### src/rtl/whistle_command_decoder.sv
// whistle_command_decoder: groups whistle-detect pulses into timed whistles and sequences,
// then emits one command code per sequence classified by the pitch of its first whistle.
module whistle_command_decoder #(
    parameter int BIN_W         = 8,
    parameter int TICK_DIV      = 50000,
    parameter int MIN_ON_TICKS  = 100,
    parameter int RELEASE_TICKS = 50,
    parameter int GAP_TICKS     = 600,
    parameter int MAX_COUNT     = 3,
    parameter int SPLIT_BIN     = 64
) (
    input  logic             clk,
    input  logic             reset_n,
    input  logic             whistle_pulse,
    input  logic [BIN_W-1:0] pitch_bin,
    input  logic             pitch_valid,
    output logic             cmd_valid,
    output logic [3:0]       cmd_code,
    output logic             whistle_active,
    output logic             busy
);
    localparam int PW = $clog2(TICK_DIV);
    localparam int OW = $clog2(MIN_ON_TICKS + 1);
    localparam int RW = $clog2(RELEASE_TICKS + 1);
    localparam int GW = $clog2(GAP_TICKS + 1);

    typedef enum logic [1:0] {IDLE, ON, GAP, EMIT} state_t;

    state_t           state, state_n;
    logic [PW-1:0]    pre;
    logic [OW-1:0]    on_cnt;
    logic [RW-1:0]    rel_cnt;
    logic [GW-1:0]    gap_cnt;
    logic [2:0]       count, count_inc;
    logic [BIN_W-1:0] last_bin;
    logic             cls, tick, expire;

    always_comb begin
        tick           = pre == PW'(TICK_DIV - 1);
        expire         = state == ON && !whistle_pulse && rel_cnt == '0;
        count_inc      = (on_cnt >= OW'(MIN_ON_TICKS) && count != 3'(MAX_COUNT)) ? count + 3'd1 : count;
        whistle_active = state == ON;
        busy           = state != IDLE;
        state_n        = state;
        case (state)
            IDLE:    state_n = whistle_pulse ? ON : IDLE;
            ON:      state_n = expire ? (count_inc == 3'd0 ? IDLE : GAP) : ON;
            GAP:     state_n = whistle_pulse ? ON : (gap_cnt == GW'(GAP_TICKS) ? EMIT : GAP);
            default: state_n = IDLE;
        endcase
    end

    always_ff @(posedge clk or negedge reset_n) begin
        if (!reset_n)
            state <= IDLE;
        else
            state <= state_n;
    end

    always_ff @(posedge clk or negedge reset_n) begin
        if (!reset_n) begin
            pre       <= '0;
            last_bin  <= '0;
            on_cnt    <= '0;
            rel_cnt   <= '0;
            gap_cnt   <= '0;
            count     <= '0;
            cls       <= 1'b0;
            cmd_valid <= 1'b0;
            cmd_code  <= '0;
        end else begin
            pre     <= tick ? '0 : pre + 1'b1;
            if (pitch_valid)
                last_bin <= pitch_bin;
            on_cnt  <= state != ON ? '0 : (tick && on_cnt != OW'(MIN_ON_TICKS)) ? on_cnt + 1'b1 : on_cnt;
            rel_cnt <= (whistle_pulse || state != ON) ? RW'(RELEASE_TICKS) :
                       (tick && rel_cnt != '0) ? rel_cnt - 1'b1 : rel_cnt;
            // gap_cnt is held at zero outside GAP so a glitch mid-sequence restarts the gap
            gap_cnt <= state != GAP ? '0 : (tick && gap_cnt != GW'(GAP_TICKS)) ? gap_cnt + 1'b1 : gap_cnt;
            count   <= state == EMIT ? 3'd0 : expire ? count_inc : count;
            cls     <= state == EMIT ? 1'b0 :
                       (state == IDLE && whistle_pulse && count == 3'd0) ?
                       (pitch_valid ? pitch_bin >= BIN_W'(SPLIT_BIN) : last_bin >= BIN_W'(SPLIT_BIN)) : cls;
            cmd_valid <= state_n == EMIT;
            if (state_n == EMIT)
                cmd_code <= {cls, count};
        end
    end
endmodule

### config.mk
export PLATFORM = sky130hd
export DESIGN_NAME = whistle_command_decoder
export DESIGN_NICKNAME = d
export VERILOG_FILES = /design/src/rtl/whistle_command_decoder.sv
export SDC_FILE = /design/constraint.sdc
export NUM_CORES = 1
export LEC_CHECK = 0
export BUFFER_PORTS_ARGS = -buffer_cell sky130_fd_sc_hd__buf_2
export CORE_MARGIN = 4
export CORE_UTILIZATION = 50
export DETAILED_ROUTE_END_ITERATION = 6
export HOLD_SLACK_MARGIN = 0.06
export PLACE_DENSITY_LB_ADDON = 0.12
export RECOVER_POWER = 100
export SLEW_MARGIN = 20
export SYNTH_ARGS = -nofsm -noshare
export SYNTH_HDL_FRONTEND = slang
export SYNTH_SLANG_ARGS = --single-unit
### constraint.sdc
create_clock -name clk -period 4.45 [get_ports clk]
set_input_delay 0.89 -clock clk [delete_from_list [all_inputs] [get_ports clk]]
set_output_delay 0.89 -clock clk [all_outputs]
set_load 0.01 [all_outputs]
==> flow_metrics.tcl <==
set metrics [dict create \
    outcome "finished, final reports clean" \
    place_congestion 0.727 \
    syn-instance-count 257 \
    syn_nets 278 \
    hold_path_depth 1 \
    grt_overflow 0 \
    area_delta_synth_final_pct 6.72 \
    grt_max_degree 28 \
    maxCapViolCount 0 \
    max_stage_delay_ns 1.12 \
    fp.dieW_um 80.7 \
    clockBufferDepth 2 \
    required_ns 4.63 \
    rsz0062_at_grt "false" \
    cts.repair.resized 0 \
    drv_slew 0 \
    path_max_fanout 27 \
    setup_tns_ns 0 \
    viasPerCell 5.22 \
    worstPathCellList "clkbuf_1 -> clkbuf_1" \
    numCtsBuffers 5 \
    synthArstFlopShare 1.00 \
    clock_latency_ns 0.30 \
    fillerInstances 506 \
    worst_path_max_delay_cell "clkbuf_1" \
    dp_cells 335 \
    finalCritPeriodShare 0.636 \
    rrSetupSlack_ns 1.81 \
    synth_seq_cells 52 \
    io_buffers 12 \
    post_cts_buffers 0 \
    die-area_um2 6520 \
    initial_utilization 0.518 \
    grt_antenna_before_repair 0 \
    stdcell_area_um2 2820 \
    finalHoldViolCount 0 \
    worst-r2r-cell-count 5 \
    path_common_cell "clkbuf_1" \
    drt_iter0_markers 53 \
    synth_cell_type_count 42 \
    worst_pin_slew_ns 1.42 \
    final_cell_mix "52 x dfrtp_1, 32 x nor2_1, 23 x xor2_1" \
    reg2reg_to "cmd_code[1]" \
    fin_skew_ns 0.00445 \
    cts-root-buf "clkbuf_8" \
    ys_warn_count 0 \
    start_kind "input pin" \
    drive_gt1_frac 0.0769 \
    grt_usage 0.156 \
    grt_pass1_vias 1806 \
    leakage_nw 1.26 \
    cp.arrival_ns 3.01 \
    io_pins 19 \
    fp-row-count 26 \
    grt_pass1_wl_mm 7.93 \
    fin_cells 343 \
    ir_worst_vdd_v 0.000136 \
    placed_cell_area_um2 2770 \
    final_antenna_net_count 0 \
    clkSlewWorstSetupHoldPaths_ns 0.09 \
    synth_edf_count 0 \
    wire_per_inst_um 13.2 \
    post-route-min-period_ns 2.83 \
    hpwl_mm 3.27 \
    cts.sinks 52 \
    holdBufCountCts 0 \
    cts_tree "built" \
    route.detailed.drc 0 \
    critPathBufInv 2 \
    mostFrequentLayoutCell "dfrtp_1" \
    min_to "pre[0]" \
    synth_area_um2 2650 \
    via_count 1789 \
    power_per_cell_area_nw_per_um2 273 \
    cts_htree_levels 2 \
    min-delay-start "pre[0]" \
    layout.nets 293 \
    avgSynthCellArea_um2 10.3 \
    max_freq_mhz 353 \
    drt_first_pass_iters 4 \
    r2r-start "state[1]" \
    hold_path_class "flip-flop to flip-flop" \
    wl_mm 4.51 \
    crit_family "buffers and inverters" \
    max_slew_margin 0.0534 \
    path_class "input pin to asynchronous set/reset pin" \
    ys_seq_area_frac 0.492 \
    diodes 0 \
    synthFlopType "dfrtp_1" \
    setup_viol 0 \
    core_um2 5110 \
    worstSetupStartpoint "reset_n" \
    end_kind "asynchronous set/reset pin" \
    fp.dieH_um 80.7 \
]
layout make-up:
| type | instances | area, um^2 | share of cell area |
|---|---|---|---|
| inverter | 14 | 52.6 | 0.0186 |
| sequential | 52 | 1300 | 0.461 |
| tap | 70 | 87.6 | 0.0310 |
| multi-input combinational | 186 | 1240 | 0.439 |
| timing repair buffer | 13 | 51.3 | 0.0182 |
| clock buffer | 8 | 90.1 | 0.0319 |
registers in the layout, indices dropped and copies added (netlist names):
signal and flops:
rel_cnt 6, cls 1, state 2, last_bin 2
count 3, pre 16, cmd_valid 1, cmd_code 4
gap_cnt 10, on_cnt 7
per-stage QoR:
stage          power, W  utilization  hold WS, ns  setup WS (ns)
2_1_floorplan  0.000493            -        0.455           2.31
3_3_place_gp   0.000507        0.543        0.477           2.03
3_5_place_dp   0.000508        0.543        0.484           1.96
4_1_cts        0.000785        0.560        0.496           2.02
5_1_grt        0.000805        0.553        0.535           1.01
6_report       0.000770        0.553        0.494           1.62
logic make-up (layout without fill, tap and decap cells):
| group | Yosys count | after routing | share of synthesized area |
|---|---|---|---|
| and+or+nand+nor | 118 | 118 | 0.243 |
| DFF | 52 | 52 | 0.492 |
| xor gates and xnor gates | 31 | 31 | 0.103 |
| AOI/OAI and AO/OA | 22 | 22 | 0.0634 |
| buffers and inverters | 19 | 35 | 0.0307 |
| adders and majority gates | 9 | 9 | 0.0426 |
| muxes | 6 | 6 | 0.0255 |
synth_stat cells, drive strengths merged (4+ instances only):
| cell | n | share of area |
|---|---|---|
| a21oi | 6 | 0.011 |
| and3 | 6 | 0.014 |
| buf | 4 | 0.0095 |
| dfrtp | 52 | 0.49 |
| ha | 9 | 0.043 |
| inv | 14 | 0.020 |
| mux2 | 6 | 0.026 |
| nand2 | 16 | 0.023 |
| nand3 | 22 | 0.042 |
| nand4 | 8 | 0.019 |
| nor2 | 32 | 0.045 |
| nor3 | 8 | 0.015 |
| o21ai | 7 | 0.015 |
| or2 | 4 | 0.0095 |
| xnor2 | 8 | 0.026 |
| xor2 | 23 | 0.076 |
worst max path at each step:
| stage | end | depth (start not counted) |
|---|---|---|
| global placement | cmd_code[0] | 6 |
| finish | pre[14] | 2 |
| CTS | rel_cnt[0] | 6 |
| floorplan | cmd_code[0] | 5 |
| detailed placement | cmd_code[1] | 6 |
| global route | gap_cnt[1] | 2 |
report_power, final:
part	switching, W	leakage [nW]	internal (W)
clock	0.000147	0.0455	0.000127
sequential	0.00000182	0.685	0.000475
combinational	0.0000135	0.533	0.00000547
metal layers:
layer	global-route usage	share of wire
met3	0.0366	0.031
met2	0.274	0.48
met4	0.0355	0
met5	0	0
met1	0.195	0.49
(Power assumes the default switching activity.)
